==> src/rtl/neural_fx_pkg.sv <==
// Shared Q6.10 fixed-point definitions for the sigmoid forward/backward and update stages.
package neural_fx_pkg;
  localparam int DATA_W = 16;
  localparam int FRAC_W = 10;
  localparam int ONE    = 1 << FRAC_W;
  localparam int UNIT_W = FRAC_W + 1;   // holds 0..ONE inclusive

  localparam logic signed [DATA_W-1:0] ONE_Q = DATA_W'(ONE);

  typedef enum logic [1:0] {IDLE, MUL1, MUL2, DONE} state_t;

  // Clamp a signed Q6.10 value into the unit interval [0, ONE].
  function automatic logic [UNIT_W-1:0] clamp_unit(input logic signed [DATA_W-1:0] v);
    if (v < 0)          return '0;
    else if (v > ONE_Q) return UNIT_W'(ONE);
    else                return v[UNIT_W-1:0];
  endfunction
endpackage

==> src/rtl/shift_add_mul.sv <==
// Iterative LSB-first shift-add multiplier: signed multiplicand times unsigned multiplier.
module shift_add_mul #(
  parameter int MC_W  = 16,
  parameter int MP_W  = 11,
  parameter int CNT_W = 4,
  parameter int ACC_W = MC_W + MP_W
) (
  input  logic                    clk,
  input  logic                    rst_n,
  input  logic                    start,
  input  logic signed [MC_W-1:0]  mcand,
  input  logic        [MP_W-1:0]  mplier,
  input  logic        [CNT_W-1:0] iters,
  output logic                    busy,
  output logic                    done,
  output logic signed [ACC_W-1:0] prod_nxt
);
  logic signed [ACC_W-1:0] acc, mc, addend;
  logic        [MP_W-1:0]  mp;
  logic        [CNT_W-1:0] cnt;

  // prod_nxt is the accumulator value after this cycle's iteration, so the
  // caller can use the final product on the same edge the last step lands.
  always_comb begin
    addend   = mp[0] ? mc : '0;
    prod_nxt = acc + addend;
    done     = busy && (cnt == CNT_W'(1));
  end

  always_ff @(posedge clk or negedge rst_n) begin
    if (!rst_n) begin
      acc  <= '0;
      mc   <= '0;
      mp   <= '0;
      cnt  <= '0;
      busy <= 1'b0;
    end else if (start) begin
      acc  <= '0;
      mc   <= {{(ACC_W-MC_W){mcand[MC_W-1]}}, mcand};
      mp   <= mplier;
      cnt  <= iters;
      busy <= (iters != '0);
    end else if (busy) begin
      acc <= prod_nxt;
      mc  <= mc <<< 1;
      mp  <= mp >> 1;
      cnt <= cnt - CNT_W'(1);
      if (cnt == CNT_W'(1)) busy <= 1'b0;
    end
  end
endmodule

==> src/rtl/sigmoid_backprop.sv <==
// Sigmoid backward pass: delta = err * y * (1 - y), using one time-shared shift-add multiplier.
module sigmoid_backprop
  import neural_fx_pkg::*;
(
  input  logic              clk,
  input  logic              rst_n,
  input  logic              in_valid,
  output logic              in_ready,
  input  logic [DATA_W-1:0] y,
  input  logic [DATA_W-1:0] err,
  output logic              out_valid,
  input  logic              out_ready,
  output logic [DATA_W-1:0] delta
);
  localparam int ACC_W = DATA_W + UNIT_W;
  localparam int CNT_W = 4;
  localparam int D_W   = 9;   // y*(1-y) in Q.10 never exceeds 256

  state_t state, state_nxt;

  logic signed [DATA_W-1:0] err_q;
  logic        [UNIT_W-1:0] y_c, omy;
  logic                     mul_start, mul_busy, mul_done;
  logic signed [DATA_W-1:0] mul_mc;
  logic        [UNIT_W-1:0] mul_mp;
  logic        [CNT_W-1:0]  mul_iters;
  logic signed [ACC_W-1:0]  p_nxt;
  logic                     unused_bits;

  assign y_c       = clamp_unit(y);
  assign omy       = UNIT_W'(ONE) - y_c;
  assign in_ready  = (state == IDLE);
  assign out_valid = (state == DONE);

  always_comb begin
    state_nxt = state;
    mul_start = 1'b0;
    mul_mc    = '0;
    mul_mp    = '0;
    mul_iters = '0;
    case (state)
      IDLE: if (in_valid) begin
        mul_start = 1'b1;
        mul_mc    = DATA_W'(y_c);
        mul_mp    = omy;
        mul_iters = CNT_W'(UNIT_W);
        state_nxt = MUL1;
      end
      // Second pass starts on the same edge the first one finishes.
      MUL1: if (mul_done) begin
        mul_start = 1'b1;
        mul_mc    = err_q;
        mul_mp    = UNIT_W'(p_nxt[FRAC_W +: D_W]);
        mul_iters = CNT_W'(D_W);
        state_nxt = MUL2;
      end
      MUL2: if (mul_done)  state_nxt = DONE;
      DONE: if (out_ready) state_nxt = IDLE;
      default:             state_nxt = IDLE;
    endcase
  end

  always_ff @(posedge clk or negedge rst_n) begin
    if (!rst_n) begin
      state <= IDLE;
      err_q <= '0;
      delta <= '0;
    end else begin
      state <= state_nxt;
      if (state == IDLE && in_valid) err_q <= err;
      // Taking bits above FRAC_W of the signed product is a floor shift.
      if (state == MUL2 && mul_done) delta <= p_nxt[FRAC_W +: DATA_W];
    end
  end

  shift_add_mul #(
    .MC_W (DATA_W),
    .MP_W (UNIT_W),
    .CNT_W(CNT_W),
    .ACC_W(ACC_W)
  ) u_mul (
    .clk     (clk),
    .rst_n   (rst_n),
    .start   (mul_start),
    .mcand   (mul_mc),
    .mplier  (mul_mp),
    .iters   (mul_iters),
    .busy    (mul_busy),
    .done    (mul_done),
    .prod_nxt(p_nxt)
  );

  assign unused_bits = ^{p_nxt[ACC_W-1], p_nxt[FRAC_W-1:0], mul_busy};
endmodule

==> config.mk <==
export PLATFORM = sky130hd
export DESIGN_NAME = sigmoid_backprop
export DESIGN_NICKNAME = d
export VERILOG_FILES = /design/src/rtl/neural_fx_pkg.sv /design/src/rtl/shift_add_mul.sv /design/src/rtl/sigmoid_backprop.sv
export SDC_FILE = /design/constraint.sdc
export NUM_CORES = 1
export LEC_CHECK = 0
export CAP_MARGIN = 40
export CORE_UTILIZATION = 50
export DETAILED_ROUTE_END_ITERATION = 6
export GPL_TIMING_DRIVEN = 0
export MAX_ROUTING_LAYER = met4
export PLACE_DENSITY = 0.69
export SYNTH_ARGS = -nofsm -noshare
export SYNTH_HDL_FRONTEND = slang
export SYNTH_SLANG_ARGS = --single-unit
==> constraint.sdc <==
create_clock -name clk -period 7.35 [get_ports clk]
set_input_delay 1.1025 -clock clk [delete_from_list [all_inputs] [get_ports clk]]
set_output_delay 1.1025 -clock clk [all_outputs]
set_load 0.01 [all_outputs]
==> metrics <==
Clk pwr share 17.3%; All-Layer GR Usage about 28%; DIE WIDTH 114 um; Post-CTS Setup Bufs 0; fin crit share 48.2%; Area contributors post-synth dfrtp_1 (41%), nand2_1 (8.0%), ha_1 (6.4%), mux2i_1 (4.3%), o21ai_0 (4.0%); Sw Pwr 1.19 mW; Die ar. 13000 um2; number of vias in the routed layout 5409; minimum clock period around 3.5 ns; Switching Fraction 41.8%; Layout Skew between 0.004 and 0.005 ns; ys async rst share 100%; Hold Vio Cnt, Final 0; fmax 0.282 GHz; CTS tree yes; Post-Syn Area 6260 um2; Ports 54; Ant. Diodes 0; static leakage power around 3.3 nW; Least-Margin Pin Slew about 0.72 ns; most common cell in the synthesized netlist nand2_1; Worst EP arrival 3.77 ns; largest net degree at the start of global routing 54; WP data required 7.58 ns; Seq/Total Area, Yosys around two fifths; DRT Wirelength 16700 um; CTS Sinks ~100; Num CTS Buffers 9; setup repair after global routing missed its margin no; YS warnings 0; max-cap violations 0; drt pass-1 iters 4; Post-synth EDFFs 0; Initial DRC Count 392; startpoint class of the critical path register; Clock Latency Late Sink 0.36 ns; Netlist cell types 68; layout cell share with drive strength beyond 1 7.33%; CTS clock-pin slew for the worst setup and hold paths approximately 0.07 ns; Core ar. 12100 um2; IO Port Bufs 52; placed cell area 7020 um2; Starting Density 51.7%; Crit Path Category register to register; worst reg2reg setup slack 3.80 ns; part of the power in combinational logic 48.7%; Die H 114 um; vias in the first global route between 5k and 6k; Setup Slack @ Placement roughly 3.7 ns; Routed Antenna Nets 0; Post-Syn Area per Cell 9.01 um2; Mapped Cells 695; fin. max-slew vios 0; htree depth 3; placer's final routability congestion estimate between 0.9 and 1; wire per inst 17.9 um; critical-path maximum fanout 10; post-layout net count between 800 and 900; Synth top area share between 40 and 50%; HP Class register to register; # resized after CTS 0; status completed; Reg power frac 34.0%; total congestion overflow 0; first-pass GRT wire length 27300 um; crit-path max cell delay 0.50 ns; Critical Path Sink Type register; root buffer cell clkbuf_16; drc violations 0; Power Density 389 nW/um2; std cell rows 40; vias per cell about 5.8; initial antenna violation count 0; Post-CTS Hold Fix Bufs 0; dominant synthesized flop cell dfrtp_1; register bit count reported by yosys 102; Internal Power 1.65 mW; Peak VDD IR about 0.00017 V; Final Setup Violations 0; final setup TNS 0 ns; setup ws final 3.80 ns; max_slew headroom 51.9%; fin util roughly 60%; design area 7320 um2; Final HPWL DP 12600 um; Max clock buf depth 2; area grow syn2layout 16.8%; Slowest-stage cell, CP or4b_1; Yosys top cell by area dfrtp_1; commonest cells in the netlist nand2_1 (133), dfrtp_1 (102), o21ai_0 (50); CP Cell Sequence clkbuf_1, clkbuf_1, and2_1, ha_1, fa_1, a211oi_2, o21ai_2, o21ai_2, a32oi_1, or4b_1, nand4_1, o21ai_0; Post-Syn Nets about 760
## path summary, 6_finish.rpt
| check | cells after the start | startpoint | to |
|---|---|---|---|
| max | 12 | u_mul.mp[0] | delta[8] |
| min | 2 | err_q[14] | err_q[14] |
| max reg2reg | 12 | u_mul.mp[0] | delta[8] |
| min reg2reg | 2 | err_q[14] | err_q[14] |
| max in group asynchronous | 2 | rst_n | u_mul.acc[18] |
| min in group asynchronous | 1 | rst_n | u_mul.acc[6] |
## layout by cell type (no fill, tap or decap), types with 3 or more instances in the layout
cell / synthesis / routed
a41oi_1: 11 / 11
and2_1: 27 / 27
a21oi_2: 4 / 4
a21o_1: 8 / 8
clkinvlp_4: 0 / 3
buf_2: 4 / 4
o21ai_1: 3 / 3
a211oi_1: 4 / 4
clkbuf_1: 24 / 25
ha_1: 32 / 32
o211ai_1: 6 / 6
o21a_1: 7 / 7
nand2b_1: 4 / 4
nor2_1: 46 / 46
nand4_1: 7 / 7
and3_1: 8 / 8
xnor2_1: 20 / 20
o21ai_2: 4 / 4
clkdlybuf4s50_1: 0 / 51
a22o_1: 7 / 7
nand3_1: 18 / 18
mux2i_1: 27 / 27
mux2_2: 7 / 7
buf_1: 5 / 5
xor2_1: 9 / 9
a31oi_1: 9 / 9
a21oi_1: 30 / 30
inv_1: 11 / 11
dfrtp_1: 102 / 102
nor3_1: 14 / 14
buf_6: 3 / 3
o22ai_1: 4 / 4
nand2_1: 133 / 133
o21ai_0: 50 / 50
o31ai_1: 7 / 7
clkbuf_16: 0 / 9
## layer usage
layer | GRT usage, % | part of all wire (%)
met4 | 10.9 | 2.5
met3 | 3.08 | 5.3
met2 | 43.4 | 46
met1 | 38.7 | 46
met5 | - | 0
## power groups by stage
| stage | clock network (mW) | logic, mW | registers (mW) |
|---|---|---|---|
| final | 0.492 | 1.39 | 0.966 |
| after global routing | 0.523 | 1.54 | 0.992 |
| after CTS | 0.501 | 1.38 | 0.963 |
| after detailed placement | 0 | 1.37 | 0.970 |
| after global placement | 0 | 1.33 | 0.966 |
| after floorplan | 0 | 0.975 | 0.931 |
## through the flow
step / hold WS (ns) / total power, mW / cells
2_1_floorplan: 0.446 / 1.91 / 695
3_3_place_gp: 0.460 / 2.30 / 915
3_5_place_dp: 0.461 / 2.34 / 916
4_1_cts: 0.481 / 2.84 / 932
5_1_grt: 0.507 / 3.05 / 932
6_report: 0.477 / 2.84 / 932
## worst max-delay path: cells and delay by family (launching register included)
kind | cells | cell delay, ns
compound gates | 5 | 0.90
flops | 1 | 0.36
simple gates | 3 | 0.92
fa+ha+maj | 2 | 0.69
buf+inv | 2 | 0.55
## registers in the layout, summed over array words and instances (netlist names)
signal	cells
u_mul.acc	26
state	2
err_q	16
u_mul.cnt	4
u_mul.mp	11
u_mul.mc	26
delta	16
u_mul.busy	1
## final cells by class
type	instances	area [um2]
Inverter	11	41.3
Fill cell	1088	4790
Buffer	37	176
Timing Repair Buffer	53	546
Clock buffer	10	229
Clock inverter	6	70.1
Sequential cell	102	2550
Multi-Input combinational cell	545	3490
Tap cell	168	210
## logic make-up after synthesis
logic type	share of synthesized area (%)
fa+ha+maj	6.71
mux	5.57
buf+inv	3.48
flops	40.8
xor+xnor	4.06
simple gates	19.8
compound gates	19.7
Power figures use the tool's default switching activity.
==> variant (same settings) <==
Re-encode `state_t` (4 states) as Gray code, 2 bits wide.
--- a/src/rtl/neural_fx_pkg.sv
+++ b/src/rtl/neural_fx_pkg.sv
@@ -7,7 +7,7 @@
 
   localparam logic signed [DATA_W-1:0] ONE_Q = DATA_W'(ONE);
 
-  typedef enum logic [1:0] {IDLE, MUL1, MUL2, DONE} state_t;
+  typedef enum logic [1:0] {IDLE = 2'b00, MUL1 = 2'b01, MUL2 = 2'b11, DONE = 2'b10} state_t;
 
   // Clamp a signed Q6.10 value into the unit interval [0, ONE].
   function automatic logic [UNIT_W-1:0] clamp_unit(input logic signed [DATA_W-1:0] v);
Behaviour: no difference found for any inputs over 10 cycles, from zero or initial values and one cycle with rst_n low; not proved beyond that.
==> variant against the original RTL <==
Routed wire length increased by 0.75%. Sequential cell count unchanged. Die area is 0.21% higher. Worst setup slack worse by 0.16 ns. Power is 30% higher. Synthesized area is 0.22% higher. Synthesized cell count increased by 1.9%. Design area is 0.46% higher. Highest routed layer unchanged.
==> variant: results (changes against the original RTL) <==
====================================================================================
Status                                                                  finished, final reports clean
Met1 track demand over resource                                                36.7%   -2.0 points
Detailed Route Iter0 Violations                                                  336   -14%
Via count                                                                       5504   +1.8%
Global placement routability congestion                                        0.950   +2.3%
Met3 Resource Use GR                                                           5.15%   +2.1 points
Share of cells above drive strength 1                                          4.24%   -3.1 points
Met2 track utilization from global routing                                     46.5%   +3.1 points
Share of flip-flops with an asynchronous set or reset after synthesis           100%   unchanged
Via-to-Cell Ratio                                                               5.81   +0.14%
Clock skew after layout                                                   0.00711 ns   +0.00227 ns
Fillers                                                                         1091   +0.28%
Top flop regs                                                           u_mul.acc (26), u_mul.mc (26)
Dominant delay contributor by cell family on the critical path          compound AO/OA/AOI/OAI gates
Hold WC Path Type                                                       flip-flop to flip-flop
Number of cells after detailed placement                                         931   +1.6%
Leading post-synthesis cells by instance count                          dfrtp_1 (102), nand2_1 (101), nor2_1 (64), o21ai_0 (56), clkbuf_1 (37)
Leakage power figure                                                         3.23 nW   -3.4%
Post-detailed-placement cell area                                       0.00704 sq mm   +0.34%
Area share of the largest cell type after synthesis                            40.7%   -0.089 points
Setup slack after placement                                                  3.37 ns   -0.335 ns
Total routing usage reported by global routing                                 28.6%   +0.21 points
Detailed Route WL                                                           16800 um   +0.75%
Slowest stage delay, CP                                                      0.66 ns   +0.16 ns
Global-route wire length before repair                                      27800 um   +1.6%
Crit-path slowest cell                                                      a211oi_1
Share of the yosys chip area belonging to registers                            40.7%   -0.089 points
Worst voltage drop across the vdd grid                                      0.224 mV   +30%
Synth unique cells                                                                61   -10%
Average size of a mapped cell                                             8.87 sq um   -1.6%
Post-cts gate resize count                                                         0   unchanged
Worst-case reg-to-reg path depth                                                  11   -1
Placed wire-length estimate after detailed placement                        12900 um   +1.9%
Detailed-routing iteration count for the pre-antenna-repair pass                   5   +1
Maximum fanout count along the critical path                                      10   unchanged
Port buffer count                                                                 53   +1.9%
Clock tree root driver cell                                                clkbuf_16
Largest net degree at the start of global routing                                 61   +13%
Ranking of synthesized cells by area                                    dfrtp_1 (41%), nand2_1 (6.0%), ha_1 (5.6%)
Buffers inserted by post-CTS timing repair                                         0   unchanged
TritonCTS Buffers                                                                  9   unchanged
Number of nets in the finished design                                            839   +1.3%
Transition time at the pin with the least slew margin                       0.780 ns   +0.0592 ns
Instance count along the most critical hold path                                   2   unchanged
Net count after synthesis                                                        773   +1.2%
====================================================================================
-- variant: power breakdown --
group / internal (W) / switching [W]
sequential: 0.000829 / 0.000179
combinational: 0.000905 / 0.00129
clock: 0.000278 / 0.000224
total: 0.00201 / 0.00169
-- variant: metal layers --
metal / vias to the layer above / wire (um)
met5: - / 0
met4: 0 / 241
met3: 26 / 765
met2: 167 / 8080
met1: 2655 / 7740
li1: 2656 / -
-- variant: area by class of cell --
type | instances | area share [%]
Inverter | 7 | 0.357
Timing Repair Buffer | 55 | 7.56
Clock buffer | 11 | 3.30
Multi-Input combinational cell | 554 | 48.0
Clock inverter | 5 | 0.902
Tap cell | 168 | 2.86
Buffer | 45 | 2.33
Sequential cell | 102 | 34.7
-- variant: final timing paths --
check,slack [ns],from,end
setup / recovery,3.65,u_mul.mp[0]$_DFFE_PN0P_,u_mul.acc[22]$_DFFE_PN0P_
hold / removal,0.48,delta[13]$_DFFE_PN0P_,delta[13]$_DFFE_PN0P_
setup reg to reg,3.65,u_mul.mp[0]$_DFFE_PN0P_,u_mul.acc[22]$_DFFE_PN0P_
hold reg to reg,0.48,delta[13]$_DFFE_PN0P_,delta[13]$_DFFE_PN0P_
max in group asynchronous,5.84,rst_n,u_mul.cnt[2]$_DFFE_PN0P_
min in group asynchronous,0.82,rst_n,u_mul.acc[6]$_DFFE_PN0P_
-- variant: kinds of logic (layout without fill, tap and decap cells) --
group                      after synthesis  in the layout  synth area share (%)
and+or+nand+nor                        273            273                  20.6
AOI/OAI and AO/OA                      183            183                  19.0
DFF                                    102            102                  40.7
buffers and inverters                   52            123                  3.15
muxes                                   42             42                  6.88
adders and majority gates               29             29                  5.90
xor gates and xnor gates                27             27                  3.77
